## src/rtl/prime_tester.sv

```systemverilog
// prime_tester: trial-division primality controller driving an external divmod unit.
// The sqrt bound comes from the divmod quotient, so no multiplier is needed.
module prime_tester #(
    parameter int WIDTH = 16
) (
    input  logic             clk,
    input  logic             rst,
    input  logic             go,
    input  logic [WIDTH-1:0] n,
    output logic             ready,
    output logic             is_prime,
    output logic [WIDTH-1:0] factor,
    output logic             error,
    output logic             dm_go,
    output logic [WIDTH-1:0] dm_a,
    output logic [WIDTH-1:0] dm_b,
    input  logic             dm_ready,
    input  logic             dm_error,
    input  logic [WIDTH-1:0] dm_div,
    input  logic [WIDTH-1:0] dm_mod
);
    typedef enum logic [1:0] {IDLE, CHECK, ISSUE, WAIT} state_t;
    state_t state;
    logic   guard;
    // dm_b doubles as the current trial divisor d
    always_ff @(posedge clk or negedge rst) begin
        if (!rst) begin
            state    <= IDLE;
            guard    <= 1'b0;
            ready    <= 1'b1;
            is_prime <= 1'b0;
            factor   <= '0;
            error    <= 1'b0;
            dm_go    <= 1'b0;
            dm_a     <= '0;
            dm_b     <= '0;
        end else begin
            case (state)
                IDLE: if (go) begin
                    dm_a     <= n;
                    is_prime <= 1'b0;
                    factor   <= '0;
                    error    <= 1'b0;
                    ready    <= 1'b0;
                    state    <= CHECK;
                end
                CHECK: if (dm_a < WIDTH'(2)) begin
                    ready <= 1'b1;
                    state <= IDLE;
                end else if (dm_a < WIDTH'(4)) begin
                    is_prime <= 1'b1;
                    factor   <= dm_a;
                    ready    <= 1'b1;
                    state    <= IDLE;
                end else begin
                    dm_b  <= WIDTH'(2);
                    dm_go <= 1'b1;
                    state <= ISSUE;
                end
                ISSUE: begin
                    dm_go <= 1'b0;
                    guard <= 1'b1;
                    state <= WAIT;
                end
                // the guard cycle skips a dm_ready left over from the previous division
                WAIT: if (guard) begin
                    guard <= 1'b0;
                end else if (dm_ready) begin
                    if (dm_error) begin
                        error <= 1'b1;
                        ready <= 1'b1;
                        state <= IDLE;
                    end else if (dm_mod == '0) begin
                        factor <= dm_b;
                        ready  <= 1'b1;
                        state  <= IDLE;
                    end else if (dm_div <= dm_b) begin
                        is_prime <= 1'b1;
                        factor   <= dm_a;
                        ready    <= 1'b1;
                        state    <= IDLE;
                    end else begin
                        dm_b  <= dm_b + WIDTH'(1);
                        dm_go <= 1'b1;
                        state <= ISSUE;
                    end
                end
            endcase
        end
    end
endmodule
```

## config.mk

```make
export PLATFORM = sky130hd
export DESIGN_NAME = prime_tester
export DESIGN_NICKNAME = d
export VERILOG_FILES = /design/src/rtl/prime_tester.sv
export SDC_FILE = /design/constraint.sdc
export NUM_CORES = 1
export LEC_CHECK = 0
export CELL_PAD_IN_SITES_DETAIL_PLACEMENT = 1
export CELL_PAD_IN_SITES_GLOBAL_PLACEMENT = 2
export CORE_AREA = 2 2 115 117
export CTS_BUF_LIST = sky130_fd_sc_hd__clkbuf_4 sky130_fd_sc_hd__clkbuf_8 sky130_fd_sc_hd__clkbuf_16
export DETAILED_ROUTE_END_ITERATION = 8
export DIE_AREA = 0 0 117 119
export PLACE_DENSITY_LB_ADDON = 0.1
export SYNTH_ARGS = -nofsm -noshare
export SYNTH_HDL_FRONTEND = slang
export SYNTH_SLANG_ARGS = --single-unit
```

## constraint.sdc

```tcl
create_clock -name clk -period 2.45 [get_ports clk]
set_input_delay 0.6125 -clock clk [delete_from_list [all_inputs] [get_ports clk]]
set_output_delay 0.6125 -clock clk [all_outputs]
set_load 0.01 [all_outputs]
```

=== Yosys cells after proc, flatten, opt, wreduce, memory -nomap -nowiden ===
Cells that the tools add are included.

* Register bits: 55
* Input bits: 53
* Output and inout bits: 52

* $add $sub $neg: 1
* Magnitude comparators: 3
* Equality and inequality tests: 17
* Muxes and demuxes: 54
* Reductions and logical operators: 15

{| class="wikitable"
|+ Operators with widths
! cell !! count
|-
| $mux 16 || 15
|-
| $pmux 16 s3 || 1
|-
| $pmux 16 s2 || 1
|-
| $reduce_and 8->1 || 3
|-
| $mux 1 || 23
|-
| $ne 2x2->1 const B || 11
|-
| $add 16x1->16 const B || 1
|-
| $le 16x16->1 || 1
|-
| $logic_not 16->1 || 1
|-
| $lt 16x2->1 const B || 1
|-
| $lt 16x3->1 const B || 1
|-
| $mux 2 || 8
|-
| $pmux 1 s3 || 3
|-
| $reduce_and 9->1 || 1
|-
| $pmux 2 s4 || 1
|-
| $ne 3x3->1 const B || 2
|-
| $reduce_and 6->1 || 1
|-
| $reduce_bool 2->1 || 3
|-
| $reduce_bool 3->1 || 2
|-
| $reduce_and 5->1 || 1
|-
| $eq 2x2->1 const B || 2
|-
| $ne 4x4->1 const B || 1
|-
| $pmux 1 s2 || 2
|-
| $reduce_and 3->1 || 1
|-
| other kinds (3) || 3
|}

=== Depth between registers and ports, before layout ===
Gate-level depths: netlist (run 1).

* Depth in word-level cells: 7
* Gate-level depth with buffers: 9
* Mapped depth without buffers: 8

=== Worst setup path before layout (run 1) ===
Ideal clock, no wire load.

* Kind: input port to flip-flop
* Start: input dm_div[11]
* End: register factor[0]
* Arrival: 2.453 ns
* Slack: -0.128 ns
* Stages: 8
* Path buffers: 1
* Path through: ha_1 a41oi_1 o21ai_1 a221oi_4 a21oi_4 a21oi_4 buf_12 mux2_4

* Cells in the longest elaborated chain, start to end: 3

{| class="wikitable"
|+ RTL lines
! what !! RTL line !! source
|-
| start, declared || 19 || <nowiki>input logic [WIDTH-1:0] dm_div,</nowiki>
|-
| $le 16x16->1 || 77 || <nowiki>end else if (dm_div <= dm_b) begin</nowiki>
|-
| $ne 3x3->1 (no source line) || -- ||
|-
| $reduce_and 8->1 (no source line) || -- ||
|-
| end signal, assigned || 52 || <nowiki>factor <= dm_a;</nowiki>
|-
| end signal, assigned || 74 || <nowiki>factor <= dm_b;</nowiki>
|-
| end signal, assigned || 79 || <nowiki>factor <= dm_a;</nowiki>
|-
| end, declared || 12 || <nowiki>output logic [WIDTH-1:0] factor,</nowiki>
|}

Every way passes these cells.
A chain may end at the register's enable or synchronous reset.

=== Final worst setup path (run 1) ===
* Start: input dm_mod[7]
* End: register factor[11]

* Cells in the longest elaborated chain, start to end: 6

{| class="wikitable"
|+ RTL lines
! what !! RTL line !! source
|-
| start, declared || 20 || <nowiki>input logic [WIDTH-1:0] dm_mod</nowiki>
|-
| $logic_not 16->1 (*) || 73 || <nowiki>end else if (dm_mod == '0) begin</nowiki>
|-
| $mux 16 || 73 ||
|-
| $mux 16 || 69 || <nowiki>if (dm_error) begin</nowiki>
|-
| $mux 16 || 68 || <nowiki>end else if (dm_ready) begin</nowiki>
|-
| $mux 16 || 66 || <nowiki>WAIT: if (guard) begin</nowiki>
|-
| $pmux 16 s3 || 38 || <nowiki>case (state)</nowiki>
|}

Every way passes the cells marked *; elsewhere a longest branch is shown, timed or not. The select of a mux whose other input is x is not followed.

==> flow_metrics.env, run 1 <==
export IMPL_cts_buffer_depth=2
export IMPL_period_share_pct=97.8
export IMPL_wl_per_cell_um=17.6
export IMPL_clkTransAtPathRegs_ns=0.08
export IMPL_tns_ns=0
export IMPL_worst_slew_pin_slew_ns=0.638
export IMPL_grt_usage_pct=16.6
export IMPL_slew_viol_final=0
export IMPL_critPathLaunchType="primary input"
export IMPL_synth_top_family_by_area="multiplexers"
export IMPL_synth_adder_area_share_pct=6.57
export IMPL_synthSimpleGateAreaFrac_pct=12.8
export IMPL_endpoint_kind="flip-flop"
export IMPL_seqPwrFrac_pct=28.7
export IMPL_ys_flop_type="dfrtp_1"
export IMPL_drtIter0Drc=118
export IMPL_ys_seq_area_share_pct=42.6
export IMPL_pwr_share_comb_pct=55.0
export IMPL_power_density_mw_per_mm2=956
export IMPL_p_sw_mw=1.85
export IMPL_antenna_cells=0
export IMPL_ioPinCount=105
export IMPL_fin_nets=532
export IMPL_layout_setup_ws_ns=0.0544
export IMPL_die_width_um=117
export IMPL_synth_seq_cells=55
export IMPL_cp_data_arrival_time_ns=2.58
export IMPL_area_growth_pct=67.6
export IMPL_die_area_mm2=0.0139
export IMPL_critical_path_max_fanout=16
export IMPL_synth_area_leader_cell="dfrtp_1"
export IMPL_clock_power_share_pct=16.3
export IMPL_dr_pass1_iters=4
export IMPL_synth_most_common_cell="dfrtp_1"
export IMPL_h_tree_depth=2
export IMPL_grt_pass1_wl_um=17600
export IMPL_tritoncts="done"
export IMPL_grt_antenna_before_repair=0
export IMPL_drtAntennaViolNets=0
export IMPL_hold_viol=0
export IMPL_syn_nets=372
export IMPL_netlist_area_mm2=0.00324
export IMPL_start_util_pct=25.1
export IMPL_hold_class="in -> async"
export IMPL_viasPerCell=4.71
export IMPL_yosys_mux_area_fraction_pct=17.0
export IMPL_fmax_mhz=417
export IMPL_place_ws_ns=-0.586
export IMPL_synth_area_leaders="dfrtp_1, mux2_2, ha_1, mux2_4, a22o_1"
export IMPL_ctsRootBufferMaster="clkbuf_16"
export IMPL_status="complete, no violations"
export IMPL_synthArstFlopShare_pct=100
export IMPL_ys_warnings_count=0
export IMPL_place_congestion=0.774
export IMPL_drcViolationCount=0
export IMPL_max_cap_viol_count=0
export IMPL_fin_crit_ns=2.40
export IMPL_vias=3012
export IMPL_synthDistinctLibCells=43
export IMPL_port_buffers=104
export IMPL_synth_edf_count=0
export IMPL_grt_max_degree=33
export IMPL_synth_xor_area_share_pct=0
export IMPL_finClkSkew_ns=0.0103
export IMPL_crit_chain="clkdlybuf4s50_1, nor4_2, nand4_4, buf_4, o21a_1, buf_12, a22o_1, mux2_4"
export IMPL_clock_sinks=55
export IMPL_critical_path_max_stage_delay_ns=0.41
export IMPL_drive_above_1_share_pct=33.5
export IMPL_setup_violations=0
export IMPL_clock_latency_ns=0.30
export IMPL_cts_made_buffers=5
export IMPL_slew_headroom_pct=57.4
export IMPL_overflow=0
export IMPL_wirelength_um=11200
export IMPL_synth_top_area_share_pct=41.7
export IMPL_netlist_instances=302
export IMPL_p_int_mw=3.34
export IMPL_switching_share_pct=35.7
export IMPL_synth_compound_area_share_pct=16.5
export IMPL_cp_required_ns=2.63
export IMPL_p_leak_nw=2.38
export IMPL_syn_mean_instance_area_um2=10.7
export IMPL_rsz0062_at_grt="yes"
export IMPL_synth_common_cells="dfrtp_1, nand2_1, mux2_2"
export IMPL_grt_pass1_vias=3148
export IMPL_coreArea_mm2=0.0129
export IMPL_hpwl_um=8750
export IMPL_criticalPathCategory="in -> reg"
export IMPL_cp_slowest_cell="clkdlybuf4s50_1"
export IMPL_fp_dieH_um=119
export IMPL_fp_row_count=42
export IMPL_ir_worst_vdd_uv=424
## critical path: cells and delay by family
kind	cells	cell delay [ns]
muxes	1	0.25
and+or+nand+nor	2	0.59
AOI/OAI and AO/OA	2	0.37
buffers and inverters	3	0.75
## routing by layer
metal	routed length [um]	GRT usage, %	vias up
li1	-	-	1438
met4	93	3.31	0
met5	0	0	-
met2	5580	27.2	68
met1	5060	22.8	1499
met3	506	3.10	7
## worst paths after layout
check | from | end | slack (ns) | cells past startpoint
setup / recovery | dm_mod[7] | factor[11] | 0.05 | 8
hold / removal | rst | error | 0.34 | 1
setup reg to reg | dm_b[11] | factor[13] | 0.07 | 10
hold reg to reg | is_prime | is_prime | 0.50 | 2
max in group asynchronous | rst | dm_b[11] | 1.51 | 2
min in group clk | is_prime | is_prime | 0.50 | 2
## layout by cell type (no fill, tap or decap), types with 4 or more instances in the layout
cell type        instances
a21oi_1                  6
a21oi_4                  4
a22o_1                  16
and2_1                   4
and3_1                   5
buf_12                   5
buf_2                    5
buf_4                   53
clkbuf_16                5
clkdlybuf4s50_1         87
dfrtp_1                 54
dlygate4sd2_1            7
ha_4                    12
inv_1                   16
inv_2                    6
mux2_2                  18
mux2_4                  16
mux2i_1                 13
nand2_1                 33
nand3_1                  4
nand4_1                  4
nor2_1                  12
nor3_1                   5
o2111ai_1                6
o211ai_1                 8
o21ai_0                  5
## power groups by stage
stage / sequential (mW) / clock [mW] / combinational, mW
floorplan: 1.61 / 0 / 1.17
global placement: 1.49 / 0 / 2.71
detailed placement: 1.49 / 0 / 2.74
CTS: 1.49 / 0.875 / 2.88
global route: 1.54 / 0.914 / 3.10
finish: 1.49 / 0.847 / 2.85
## metrics by stage
step / total power, mW / utilization (%) / cell area [um2] / hold slack, ns / instances
3_3_place_gp: 4.20 / 38.5 / 4960 / 0.466 / 623
3_5_place_dp: 4.23 / 38.5 / 4960 / 0.491 / 623
5_1_grt: 5.55 / 42.1 / 5430 / 0.364 / 639
4_1_cts: 5.24 / 41.4 / 5320 / 0.359 / 635
6_report: 5.19 / 42.1 / 5430 / 0.337 / 639
2_1_floorplan: 2.79 / - / 3320 / 0.317 / 302
## cell families after synthesis
group | count (synthesis)
adder cells (fa/ha/maj) | 17
multiplexers | 47
AND/OR/NAND/NOR | 84
AO/OA/AOI/OAI | 66
buffers and inverters | 33
flip-flops | 55
## registers in the layout (all words and copies together) (netlist names)
| register | cells |
|---|---|
| dm_go | 1 |
| dm_a | 16 |
| ready | 1 |
| dm_b | 16 |
| is_prime | 1 |
| state | 2 |
| guard | 1 |
| error | 1 |
| factor | 16 |
## layout make-up
| class | count | area [um2] |
|---|---|---|
| clock buffers | 6 | 139 |
| clock inverters | 2 | 35.0 |
| fillers | 1448 | 7450 |
| inverters | 22 | 82.6 |
| multi-input cells | 214 | 2030 |
| flip-flops and latches | 55 | 1380 |
| well taps | 176 | 220 |
| repair buffers | 164 | 1540 |
## what timing repair did
action | CTS | global route
buffers inserted | 3 | 4
resized for setup | 62 | 21
pin swaps | 26 | 18
endpoints found under the setup margin | 36 | 33
cloned | 1 | 0
hold buffers | 0 | 0
Power figures use the tool's default switching activity.
==> run 2: changes to the inputs <==
CORE_AREA = 2 2 105 128   (was 2 2 115 117)
DIE_AREA = 0 0 107 130   (was 0 0 117 119)
MAX_ROUTING_LAYER = met4   (was unset)
TNS_END_PERCENT = 5   (was unset)
==> run 2 against run 1 <==
Worst setup slack got worse by 0.035 ns. Highest routed layer unchanged. Fmax decreased by 1.4%. Sequential cell count unchanged. Largest power group unchanged. Die area about the same. Critical path type unchanged. Global-route usage grew 0.58 points. Critical path depth grew 2.
==> flow_metrics.env, run 2 (synthesized netlist as in run 1, its figures left out) <==
export IMPL_postCtsHoldBufs=0
export IMPL_crit_buf_inv=3
export IMPL_tritoncts="done"
export IMPL_cp_slowest_cell="mux2_2"
export IMPL_cp_data_arrival_time_ns=2.62
export IMPL_clock_latency_ns=0.30
export IMPL_area_growth_pct=66.6
export IMPL_h_tree_depth=2
export IMPL_tns_ns=0
export IMPL_critPathLaunchType="primary input"
export IMPL_die_area_mm2=0.0139
export IMPL_drtIter0Drc=105
export IMPL_start_util_pct=25.2
export IMPL_fin_nets=536
export IMPL_layout_commonest_cell="clkdlybuf4s50_1"
export IMPL_drcViolationCount=0
export IMPL_p_leak_nw=2.36
export IMPL_place_congestion=0.752
export IMPL_power_density_mw_per_mm2=949
export IMPL_fp_dieH_um=130
export IMPL_max_cap_viol_count=0
export IMPL_fin_crit_ns=2.43
export IMPL_period_share_pct=99.2
export IMPL_dr_pass1_iters=4
export IMPL_crit_chain="clkdlybuf4s15_1, ha_1, nor2b_2, o211ai_1, a211o_4, buf_4, a21oi_4, buf_12, o211ai_1, mux2_2"
export IMPL_wirelength_um=11400
export IMPL_top_regs="dm_a x16, dm_b x16, factor x16"
export IMPL_viasPerCell=4.75
export IMPL_critical_path_max_fanout=7
export IMPL_die_width_um=107
export IMPL_endpoint_kind="flip-flop"
export IMPL_fp_row_count=46
export IMPL_fin_cells=635
export IMPL_slew_viol_final=0
export IMPL_ir_worst_vdd_uv=445
export IMPL_overflow=0
export IMPL_dp_cells=615
export IMPL_vias=3014
export IMPL_fin_util_pct=42.0
export IMPL_cts_made_buffers=5
export IMPL_grt_antenna_before_repair=0
export IMPL_clkTransAtPathRegs_ns=0.08
export IMPL_port_buffers=104
export IMPL_worst_slew_pin_slew_ns=0.445
export IMPL_grt_pass1_wl_um=17800
export IMPL_path_common_cell="o211ai_1"
export IMPL_antenna_cells=0
export IMPL_hold_viol=0
export IMPL_ctsRootBufferMaster="clkbuf_16"
export IMPL_grt_max_degree=56
export IMPL_finClkSkew_ns=0.0122
export IMPL_drtAntennaViolNets=0
export IMPL_criticalPathCategory="in -> reg"
export IMPL_fin_area_mm2=0.00539
export IMPL_wl_per_cell_um=17.9
export IMPL_fmax_mhz=411
export IMPL_grt_usage_pct=17.2
export IMPL_coreArea_mm2=0.0128
export IMPL_critical_path_max_stage_delay_ns=0.36
export IMPL_clock_sinks=55
export IMPL_layout_common_cells="clkdlybuf4s50_1, dfrtp_1, buf_4, nand2_1, mux2_2"
export IMPL_status="complete, no violations"
export IMPL_grt_pass1_vias=3242
export IMPL_setup_violations=0
export IMPL_ioPinCount=105
export IMPL_cp_required_ns=2.64
export IMPL_hpwl_um=8770
export IMPL_rsz0062_at_grt="yes"
export IMPL_dpl_cell_area_mm2=0.00495
export IMPL_slew_headroom_pct=70.1
export IMPL_hold_class="in -> async"
export IMPL_cpLargestDelayFamily="compound AO/OA/AOI/OAI gates"
export IMPL_cts_buffer_depth=2
export IMPL_drive_above_1_share_pct=34.3
[run 2: cell count changes in the layout (fill, tap and decap cells not counted), moves of 2 or more]
cell / before / now
buf_4: 53 / 51
buf_6: 1 / 5
o2111ai_2: 1 / 5
clkdlybuf4s15_1: 1 / 3
ha_1: 3 / 7
clkinvlp_4: 0 / 2
mux2_4: 16 / 10
buf_12: 5 / 7
clkdlybuf4s15_2: 3 / 0
o2111ai_1: 6 / 2
buf_2: 5 / 8
ha_4: 12 / 9
mux2_2: 18 / 24
nor4_2: 3 / 5
[run 2: routing by layer]
layer	wire length, um	track usage, %	share of wire, %	vias up
met3	366	2.05	3.2	8
li1	-	-	-	1441
met1	4920	20.8	43	1500
met5	0	-	0	-
met2	5980	30.7	53	65
met4	123	3.90	1.1	0
[run 2: what timing repair did]
action                                  4_1_cts  5_1_grt
hold endpoints to repair                      0        0
endpoints found under the setup margin       36       33
gates cloned                                  1        0
gates resized for setup                      64       17
buffers inserted                              8        3
pin swaps                                    27        6
[run 2: worst paths after layout]
check	start	end	slack, ns	depth (start not counted)
setup reg to reg	dm_b[9]	dm_b[2]	0.05	10
setup / recovery	dm_div[1]	dm_b[2]	0.02	10
hold / removal	rst	dm_a[6]	0.32	2
min in group clk	factor[10]	factor[10]	0.51	1
hold reg to reg	factor[10]	factor[10]	0.51	1
max in group asynchronous	rst	ready	1.84	2
[run 2: layout make-up]
type                    count  area, um2
fillers                  1440       7440
clock buffers               5        125
well taps                 168        210
flip-flops and latches     55       1380
multi-input cells         214       1970
inverters                  22       82.6
clock inverters             3       23.8
repair buffers            168       1600
[run 2: power by group]
part	switching [mW]	leakage, nW	total, mW	internal, mW
registers	0.250	0.696	1.48	1.23
logic	1.28	1.60	2.89	1.61
clock network	0.363	0.0664	0.747	0.384
total	1.89	2.36	5.12	3.23
[run 2: through the flow]
stage | power, mW | hold slack (ns) | setup WS, ns
4_1_cts | 5.15 | 0.333 | 0.000904
3_5_place_dp | 4.23 | 0.501 | -0.548
6_report | 5.12 | 0.317 | 0.0191
5_1_grt | 5.47 | 0.339 | -0.0610
3_3_place_gp | 4.19 | 0.472 | -0.505
2_1_floorplan | 2.79 | 0.317 | 0.00373
==> run 3: changes to the inputs <==
PLACE_DENSITY = 0.8   (was unset)
PLACE_DENSITY_LB_ADDON = unset   (was 0.1)
==> run 3 against run 2 <==
Wire length down 0.11%. Sequential share of layout area rose by 0.12 points. Design area down 0.46%. Sequential power hardly changed. Sequential cell count is the same. Fmax increased by 0.92%. Global-route usage is 0.078 points lower. Register-to-register slack about the same. Worst hold slack better by 0.016 ns. Critical path type unchanged.
==> flow_metrics.env, run 3 (synthesized netlist as in run 1, its figures left out) <==
export IMPL_fmax_mhz=415
export IMPL_critPathLaunchType="primary input"
export IMPL_n_fill_cell=1401
export IMPL_period_share_pct=98.3
export IMPL_rsz0062_at_grt="yes"
export IMPL_cpLargestDelayFamily="buffers and inverters"
export IMPL_grt_usage_pct=17.1
export IMPL_hold_class="in -> async"
export IMPL_place_congestion=0.837
export IMPL_layout_setup_ws_ns=0.0413
export IMPL_total_power_mw=5.11
export IMPL_criticalPathCategory="in -> reg"
export IMPL_multi_input_area_mm2=0.00202
export IMPL_die_area_mm2=0.0139
export IMPL_wl_per_cell_um=18.0
export IMPL_r2r_slack_ns=0.06
export IMPL_power_density_mw_per_mm2=952
export IMPL_hold_viol=0
export IMPL_coreArea_mm2=0.0128
export IMPL_vias=3065
export IMPL_grt_max_degree=34
export IMPL_clkTransAtPathRegs_ns=0.07
export IMPL_cp_required_ns=2.63
export IMPL_grt_antenna_before_repair=0
export IMPL_fp_row_count=46
export IMPL_max_cap_viol_count=0
export IMPL_endpoint_kind="flip-flop"
export IMPL_crit_buf_inv=4
export IMPL_grt_pass1_vias=3359
export IMPL_drtIter0Drc=134
export IMPL_port_buffers=104
export IMPL_tns_ns=0
export IMPL_hpwl_um=8990
export IMPL_clock_sinks=55
export IMPL_place_ws_ns=-0.794
export IMPL_slew_viol_final=0
export IMPL_grt_pass1_wl_um=18000
export IMPL_crit_chain="dlygate4sd2_1, ha_1, buf_4, nand4_1, buf_4, o31ai_4, a21oi_4, a21oi_4, buf_12, mux2_4"
export IMPL_drcViolationCount=0
export IMPL_viasPerCell=4.86
export IMPL_slew_headroom_pct=57.2
export IMPL_dr_pass1_iters=4
export IMPL_finClkSkew_ns=0.00824
export IMPL_die_width_um=107
export IMPL_cts_made_buffers=5
export IMPL_worst_slew_pin_slew_ns=0.642
export IMPL_overflow=0
export IMPL_area_growth_pct=65.9
export IMPL_setup_violations=0
export IMPL_ir_worst_vdd_uv=401
export IMPL_fin_util_pct=41.8
export IMPL_cp_slowest_cell="mux2_4"
export IMPL_critical_path_max_stage_delay_ns=0.30
export IMPL_cp_data_arrival_time_ns=2.59
export IMPL_tritoncts="done"
export IMPL_drive_above_1_share_pct=32.0
export IMPL_drtAntennaViolNets=0
export IMPL_clock_latency_ns=0.30
export IMPL_top_regs="dm_a x16, dm_b x16, factor x16"
export IMPL_critical_path_max_fanout=8
export IMPL_p_leak_nw=2.37
export IMPL_cts_buffer_depth=2
export IMPL_ctsRootBufferMaster="clkbuf_16"
export IMPL_fp_dieH_um=130
export IMPL_layout_commonest_cell="clkdlybuf4s50_1"
export IMPL_ioPinCount=105
export IMPL_h_tree_depth=2
export IMPL_layout_common_cells="clkdlybuf4s50_1, buf_4, dfrtp_1, nand2_1, inv_1"
export IMPL_seqCellArea_mm2=0.00138
export IMPL_start_util_pct=25.2
export IMPL_status="complete, no violations"
export IMPL_antenna_cells=0
export IMPL_fin_nets=532
export IMPL_wirelength_um=11400
export IMPL_fin_crit_ns=2.41
## run 3: changes by cell type in the layout (fill, tap and decap cells not counted), moves of 3 or more
| cell | delta |
|---|---|
| o2111ai_1 | +5 |
| inv_2 | -3 |
| ha_1 | -3 |
| buf_4 | +4 |
| buf_12 | -4 |
| buf_6 | -4 |
| mux2_4 | +6 |
| buf_2 | -3 |
| inv_1 | +3 |
| mux2_2 | -6 |
| nor4_2 | -3 |
| o2111ai_2 | -5 |
| ha_4 | +4 |
## run 3: worst paths after layout
path / cells after the start / end / from
worst max-delay path: 10 / factor[12] / dm_div[1]
worst min-delay path: 1 / dm_b[2] / rst
worst max register to register: 9 / factor[12] / dm_b[11]
worst min register to register: 2 / is_prime / is_prime
max in group asynchronous: 2 / ready / rst
min in group clk: 2 / is_prime / is_prime
## run 3: area by class of cell
class / instances / area share, %
clock inverters: 1 / 0.163
repair buffers: 164 / 28.3
multi-input cells: 214 / 37.7
flip-flops and latches: 55 / 25.7
clock buffers: 7 / 2.73
inverters: 22 / 1.54
well taps: 168 / 3.92
## run 3: metal layers
layer / GRT usage [%] / wire length, um / up-vias
li1: - / - / 1432
met5: - / 0 / -
met4: 4.58 / 129 / 0
met3: 1.90 / 363 / 8
met1: 20.6 / 4920 / 1558
met2: 30.5 / 5960 / 67
## run 3: stage by stage
| stage | hold slack (ns) | cell area [um2] | instances |
|---|---|---|---|
| 5_1_grt | 0.374 | 5370 | 631 |
| 3_3_place_gp | 0.491 | 4920 | 616 |
| 3_5_place_dp | 0.491 | 4920 | 616 |
| 6_report | 0.332 | 5370 | 631 |
| 2_1_floorplan | 0.317 | 3320 | 302 |
| 4_1_cts | 0.351 | 5320 | 631 |
## run 3: report_power, final
part           leakage (nW)  internal, mW  total (mW)  switching, mW
clock                0.0775         0.422       0.760          0.338
combinational          1.60          1.59        2.84           1.26
sequential            0.696          1.23        1.51          0.275
## run 3: repair_timing
action / in CTS / in global routing
gates resized for setup: 68 / 9
setup buffers: 6 / 0
hold buffers: 0 / 0
pin swaps: 28 / 7
hold endpoints to repair: 0 / 0
cloned: 1 / 0
endpoints found under the setup margin: 36 / 32
